$ cat src/rtl/counter_game_pkg.sv
// Shared encodings for the counter game: counting modes, game-over result
// codes and the round scheduler state enum.
package counter_game_pkg;

  localparam logic [1:0] COUNT_UP_BY_1   = 2'b00;
  localparam logic [1:0] COUNT_UP_BY_2   = 2'b01;
  localparam logic [1:0] COUNT_DOWN_BY_1 = 2'b10;
  localparam logic [1:0] COUNT_DOWN_BY_2 = 2'b11;

  localparam logic [1:0] WHO_MAX  = 2'b10;
  localparam logic [1:0] WHO_ZERO = 2'b01;

  typedef enum logic [2:0] {
    ST_IDLE   = 3'd0,
    ST_LOAD   = 3'd1,
    ST_RUN    = 3'd2,
    ST_SETTLE = 3'd3,
    ST_DONE   = 3'd4
  } sched_state_t;

endpackage

$ cat src/rtl/counter_game_scheduler_rr_arbiter2.sv
// Two-requester round-robin picker. The priority pointer flips to the player
// that did not own the round when advance is pulsed.
module rr_arbiter2 (
  input  logic       clk,
  input  logic       rst,
  input  logic [1:0] req,
  input  logic       advance,
  input  logic [1:0] owner,
  output logic [1:0] gnt
);

  // prio_q = 1 means player 1 wins a tie; reset gives player 0 the tie.
  logic prio_q;
  logic prio_d;

  always_comb begin
    prio_d = prio_q;
    if (advance) begin
      prio_d = (owner == 2'b01);
    end
  end

  always_ff @(posedge clk or negedge rst) begin
    if (!rst) begin
      prio_q <= 1'b0;
    end else begin
      prio_q <= prio_d;
    end
  end

  always_comb begin
    case (req)
      2'b01:   gnt = 2'b01;
      2'b10:   gnt = 2'b10;
      2'b11:   gnt = prio_q ? 2'b10 : 2'b01;
      default: gnt = 2'b00;
    endcase
  end

endmodule

$ cat src/rtl/counter_game_scheduler.sv
// Round scheduler over a shared multi-mode counter: grants rounds to two
// players round-robin, loads their mode/value, scores results, ends matches.
module counter_game_scheduler
  import counter_game_pkg::*;
#(
  parameter int DATA_W        = 5,
  parameter int SCORE_W       = 2,
  parameter int WINS_TO_MATCH = 3,
  parameter int ROUND_TIMEOUT = 64
) (
  input  logic              clk,
  input  logic              rst,
  input  logic [1:0]        req,
  input  logic [1:0]        p0_mode,
  input  logic [1:0]        p1_mode,
  input  logic [DATA_W-1:0] p0_init_val,
  input  logic [DATA_W-1:0] p1_init_val,
  input  logic              cnt_gameover,
  input  logic [1:0]        cnt_who,
  output logic [1:0]        cnt_mode,
  output logic              cnt_init,
  output logic [DATA_W-1:0] cnt_init_val,
  output logic [1:0]        grant,
  output logic              busy,
  output logic [SCORE_W-1:0] score0,
  output logic [SCORE_W-1:0] score1,
  output logic              round_timeout,
  output logic              match_over,
  output logic [1:0]        match_winner,
  output logic [2:0]        state_dbg
);

  localparam int TIMER_W = (ROUND_TIMEOUT > 2) ? $clog2(ROUND_TIMEOUT) : 1;
  localparam logic [TIMER_W-1:0] TIMER_LAST = TIMER_W'(ROUND_TIMEOUT - 1);
  localparam logic [SCORE_W-1:0] SCORE_MAX  = '1;
  localparam logic [SCORE_W-1:0] WIN_SCORE  = SCORE_W'(WINS_TO_MATCH);

  // Handshake: req is a level request a player holds until served; the
  // acknowledge is grant together with the single cnt_init cycle of LOAD.
  sched_state_t        state_q, state_d;
  logic [1:0]          grant_q, grant_d;
  logic                busy_q, busy_d;
  logic [1:0]          cnt_mode_q, cnt_mode_d;
  logic                cnt_init_q, cnt_init_d;
  logic [DATA_W-1:0]   cnt_init_val_q, cnt_init_val_d;
  logic [SCORE_W-1:0]  score0_q, score0_d;
  logic [SCORE_W-1:0]  score1_q, score1_d;
  logic                round_timeout_q, round_timeout_d;
  logic                match_over_q, match_over_d;
  logic [1:0]          match_winner_q, match_winner_d;
  logic [TIMER_W-1:0]  timer_q, timer_d;
  logic                advance;
  logic                round_end;
  logic [1:0]          arb_gnt;

  function automatic logic [SCORE_W-1:0] sat_inc(input logic [SCORE_W-1:0] s);
    return (s == SCORE_MAX) ? s : s + SCORE_W'(1);
  endfunction

  rr_arbiter2 u_arb (
    .clk     (clk),
    .rst     (rst),
    .req     (req),
    .advance (advance),
    .owner   (grant_q),
    .gnt     (arb_gnt)
  );

  always_comb begin
    state_d         = state_q;
    grant_d         = grant_q;
    busy_d          = busy_q;
    cnt_mode_d      = cnt_mode_q;
    cnt_init_d      = 1'b0;
    cnt_init_val_d  = cnt_init_val_q;
    score0_d        = score0_q;
    score1_d        = score1_q;
    round_timeout_d = 1'b0;
    match_over_d    = match_over_q;
    match_winner_d  = match_winner_q;
    timer_d         = timer_q;
    advance         = 1'b0;
    round_end       = 1'b0;

    case (state_q)
      ST_IDLE: begin
        if (arb_gnt != 2'b00) begin
          state_d        = ST_LOAD;
          grant_d        = arb_gnt;
          busy_d         = 1'b1;
          cnt_init_d     = 1'b1;
          cnt_mode_d     = arb_gnt[1] ? p1_mode : p0_mode;
          cnt_init_val_d = arb_gnt[1] ? p1_init_val : p0_init_val;
        end
      end

      ST_LOAD: begin
        state_d = ST_RUN;
        timer_d = '0;
      end

      ST_RUN: begin
        timer_d = timer_q + TIMER_W'(1);
        if (cnt_gameover) begin
          round_end = 1'b1;
          // WHO_MAX credits the round owner, WHO_ZERO its opponent.
          if (cnt_who == WHO_MAX) begin
            if (grant_q[1]) score1_d = sat_inc(score1_q);
            else            score0_d = sat_inc(score0_q);
          end else if (cnt_who == WHO_ZERO) begin
            if (grant_q[1]) score0_d = sat_inc(score0_q);
            else            score1_d = sat_inc(score1_q);
          end
        end else if (timer_q == TIMER_LAST) begin
          round_end       = 1'b1;
          round_timeout_d = 1'b1;
        end
        if (round_end) begin
          state_d        = ST_SETTLE;
          cnt_mode_d     = COUNT_UP_BY_1;
          cnt_init_val_d = '0;
        end
      end

      ST_SETTLE: begin
        advance = 1'b1;
        grant_d = 2'b00;
        busy_d  = 1'b0;
        if ((score0_q == WIN_SCORE) || (score1_q == WIN_SCORE)) begin
          state_d        = ST_DONE;
          match_over_d   = 1'b1;
          match_winner_d = {score1_q == WIN_SCORE, score0_q == WIN_SCORE};
        end else begin
          state_d = ST_IDLE;
        end
      end

      ST_DONE: begin
        if (req == 2'b00) begin
          state_d        = ST_IDLE;
          score0_d       = '0;
          score1_d       = '0;
          match_over_d   = 1'b0;
          match_winner_d = 2'b00;
        end
      end

      default: begin
        state_d = ST_IDLE;
      end
    endcase
  end

  always_ff @(posedge clk or negedge rst) begin
    if (!rst) begin
      state_q         <= ST_IDLE;
      grant_q         <= 2'b00;
      busy_q          <= 1'b0;
      cnt_mode_q      <= COUNT_UP_BY_1;
      cnt_init_q      <= 1'b0;
      cnt_init_val_q  <= '0;
      score0_q        <= '0;
      score1_q        <= '0;
      round_timeout_q <= 1'b0;
      match_over_q    <= 1'b0;
      match_winner_q  <= 2'b00;
      timer_q         <= '0;
    end else begin
      state_q         <= state_d;
      grant_q         <= grant_d;
      busy_q          <= busy_d;
      cnt_mode_q      <= cnt_mode_d;
      cnt_init_q      <= cnt_init_d;
      cnt_init_val_q  <= cnt_init_val_d;
      score0_q        <= score0_d;
      score1_q        <= score1_d;
      round_timeout_q <= round_timeout_d;
      match_over_q    <= match_over_d;
      match_winner_q  <= match_winner_d;
      timer_q         <= timer_d;
    end
  end

  assign cnt_mode      = cnt_mode_q;
  assign cnt_init      = cnt_init_q;
  assign cnt_init_val  = cnt_init_val_q;
  assign grant         = grant_q;
  assign busy          = busy_q;
  assign score0        = score0_q;
  assign score1        = score1_q;
  assign round_timeout = round_timeout_q;
  assign match_over    = match_over_q;
  assign match_winner  = match_winner_q;
  assign state_dbg     = state_q;

endmodule

$ cat config.mk
export PLATFORM = sky130hd
export DESIGN_NAME = counter_game_scheduler
export DESIGN_NICKNAME = d
export VERILOG_FILES = /design/src/rtl/counter_game_pkg.sv /design/src/rtl/counter_game_scheduler_rr_arbiter2.sv /design/src/rtl/counter_game_scheduler.sv
export SDC_FILE = /design/constraint.sdc
export NUM_CORES = 1
export LEC_CHECK = 0
export CAP_MARGIN = 10
export CORE_ASPECT_RATIO = 0.6
export CORE_MARGIN = 2
export CORE_UTILIZATION = 47
export CTS_BUF_LIST = sky130_fd_sc_hd__clkbuf_16
export CTS_CLUSTER_DIAMETER = 120
export DETAILED_ROUTE_END_ITERATION = 10
export GPL_ROUTABILITY_DRIVEN = 0
export GPL_TIMING_DRIVEN = 0
export PLACE_DENSITY = 0.78
export SLEW_MARGIN = 20
export SYNTH_ARGS = -nofsm -noshare
export SYNTH_HDL_FRONTEND = slang
export SYNTH_SLANG_ARGS = --single-unit
$ cat constraint.sdc
create_clock -name clk -period 2.2 [get_ports clk]
set_clock_uncertainty 0.2 [all_clocks]
set_input_delay 0.55 -clock clk [delete_from_list [all_inputs] [get_ports clk]]
set_output_delay 0.55 -clock clk [all_outputs]
set_load 0.01 [all_outputs]
==> impl_metrics.yaml <==
setup_path:
  path_cells: "clkdlybuf4s50_1"
  cp-end-kind: "output pin"
  required_ns: 1.45
  crit_path_top_delay_cell: "clkdlybuf4s50_1"
  crit_arrival_ns: 1.40
  crit_type: "flip-flop to output pin"
  start_kind: "flip-flop"
  crit_family: "buffers and inverters"
  worstPathMaxFanout: 8
  slowest_delay_ns: 0.61
  cp_num_buf_inv: 1
synthesis:
  ys_seq_area_frac: 0.464
  synthDistinctLibCells: 34
  synth.cell_area_um2: 1560
  synth_async_sr_flop_share: 1.00
  synth_nets: 189
  syn_avg_cell_area_um2: 9.60
  synth-seq-cells: 29
  syn_inst: 163
  synth_flop_cell: "dfrtp_1"
  synth_edf_count: 0
  synth_warnings: 0
final_layout:
  fin_nets: 239
  diodes: 0
  final_cells: 259
  drive_gt1_frac: 0.112
  mostFrequentLayoutCells: "41 x clkdlybuf4s50_1, 29 x dfrtp_1, 21 x nand2_1, 21 x o21ai_0, 11 x a21oi_1"
  area_delta_synth_final_pct: 40.3
  multi_input_area_um2: 797
  fillers: 257
  final_common_cell: "clkdlybuf4s50_1"
  register_area_um2: 726
route:
  vias: 1415
  routedWlPerCell_um: 15.1
  ant_nets: 0
  first_pass_iters: 4
  drt-initial-drc-count: 72
  drc: 0
  postRouteWirelength_um: 3920
  viasPerCell: 5.46
timing:
  setup_viol: 0
  slew_headroom: 0.567
  max_freq_mhz: 466
  finalCritPeriodShare: 0.975
  setup_tns_ns: 0
  hold_viol_final: 0
  period_needed_ns: 2.15
  worst_pin_slew_ns: 0.649
  whs_ns: 0.0998
  drv_slew: 0
  rsz0062_at_grt: "no"
die:
  fp.dieW_um: 78.5
  die_y_um: 48.7
  ios: 43
  core_area_um2: 3220
  start_util: 0.485
  rows: 16
  die-area_um2: 3820
power:
  internal_power_w: 0.00185
  leakage_nw: 0.974
  ir_worst_vdd_v: 0.000760
  combPwrFrac: 0.468
  netSwitchingFraction: 0.363
  p_clk_frac: 0.216
  p_per_area_nw_per_um2: 1330
  power.net_switching_w: 0.00106
  seqPwrFrac: 0.316
global_route:
  overflow: 0
  met1_usage: 0.305
  grt_usage: 0.221
  use_met3: 0.0616
  busiest_layer: "met2"
  antenna_found_initial: 0
  grt_pass1_wl_um: 6410
  use_met2: 0.328
  grt_pass1_vias: 1297
  grt_max_degree: 30
cts:
  worstSkewPairLatency_ns: 0.28
  ctsHoldBuffers: 0
  cts_tree: "built"
  root_buffer: "clkbuf_16"
  cts_buffers: 5
  clock_path_buffers: 2
  cts_htree_levels: 2
  numClockSinks: 29
  cts.clk_slew.worst_paths_ns: 0.05
place:
  place_hpwl_um: 2840
  dp.cells: 250
  io_buffers: 42
outcome:
  run_status: "finished clean"
worst_hold_path:
  min_path_type: "input port to async pin"
run:
  maxCapViolCount: 0
cell type report:
cell class,count,area share
tap,45,0.0257
clock buffer,5,0.0570
inverter,8,0.0137
sequential,29,0.331
buffer,6,0.0114
clock inverter,3,0.00570
multi-input combinational,120,0.363
timing repair buffer,43,0.193
synthesized netlist by cell type, types with 3 or more instances:
master	n	area (um^2)
a21oi_1	11	55.1
o21ai_0	21	105
nor2_1	6	22.5
nand2_1	21	78.8
clkbuf_1	4	15.0
ha_1	5	62.6
xor2_1	3	26.3
inv_1	8	30.0
dfrtp_1	29	726
o211ai_1	9	67.6
and2_1	3	18.8
mux2i_1	4	40.0
mux2_2	7	78.8
nor2b_1	4	25.0
logic make-up (layout without fill, tap and decap cells):
kind of cell / after synthesis / after routing / synth area share
AND/OR/NAND/NOR: 51 / 51 / 0.170
AO/OA/AOI/OAI: 50 / 50 / 0.198
flip-flops: 29 / 29 / 0.464
buffers and inverters: 14 / 65 / 0.0352
multiplexers: 11 / 11 / 0.0760
adder cells (fa/ha/maj): 5 / 5 / 0.0400
XOR/XNOR: 3 / 3 / 0.0168
flip-flops by register name, summed over array words and instances, names as in the netlist:
| name | flops |
|---|---|
| match_winner | 2 |
| timer_q | 6 |
| match_over | 1 |
| cnt_mode | 2 |
| cnt_init_val | 5 |
| u_arb.prio_q | 1 |
| score0 | 2 |
| round_timeout | 1 |
| grant | 2 |
| cnt_init | 1 |
| score1 | 2 |
| busy | 1 |
| state_dbg | 3 |
routing by layer:
layer,wire (um),part of all wire
met2,1800,0.46
met5,0,0
met3,204,0.052
met1,1840,0.47
met4,80,0.020
what timing repair did:
| item | CTS | global route |
|---|---|---|
| setup buffers | 0 | 1 |
| endpoints found under the hold margin | 0 | 0 |
| gates cloned | 0 | 0 |
| resized for setup | 1 | 1 |
| pin swaps | 0 | 1 |
| endpoints found under the setup margin | 7 | 6 |
power groups by stage:
stage | Sequential, W | Combinational [W] | Clock [W]
6_report | 0.000919 | 0.00136 | 0.000630
5_1_grt | 0.000946 | 0.00149 | 0.000666
4_1_cts | 0.000918 | 0.00135 | 0.000647
3_5_place_dp | 0.000917 | 0.00131 | 0
3_3_place_gp | 0.000898 | 0.00128 | 0
2_1_floorplan | 0.000966 | 0.000683 | 0
metrics by stage:
| stage | total power (W) | setup slack (ns) | area (um^2) | utilization |
|---|---|---|---|---|
| after floorplan | 0.00165 | 0.355 | 1560 | - |
| after global routing | 0.00310 | 0.0333 | 2190 | 0.681 |
| after CTS | 0.00291 | 0.0552 | 2180 | 0.678 |
| final | 0.00291 | 0.0550 | 2190 | 0.681 |
| after global placement | 0.00218 | -0.307 | 2040 | 0.633 |
| after detailed placement | 0.00223 | -0.333 | 2040 | 0.632 |
final timing paths:
check                                startpoint              end  slack [ns]  cells past startpoint
worst max-delay path               state_dbg[1]     state_dbg[1]        0.05                      1
worst min-delay path                        rst         grant[1]         0.1                      1
worst max register to register     state_dbg[0]      cnt_mode[0]        0.27                      5
worst min register to register  match_winner[1]  match_winner[1]        0.28                      1
max in group asynchronous                   rst    round_timeout        1.28                      1
min in group clk                match_winner[1]  match_winner[1]        0.28                      1
(Power assumes the default switching activity.)
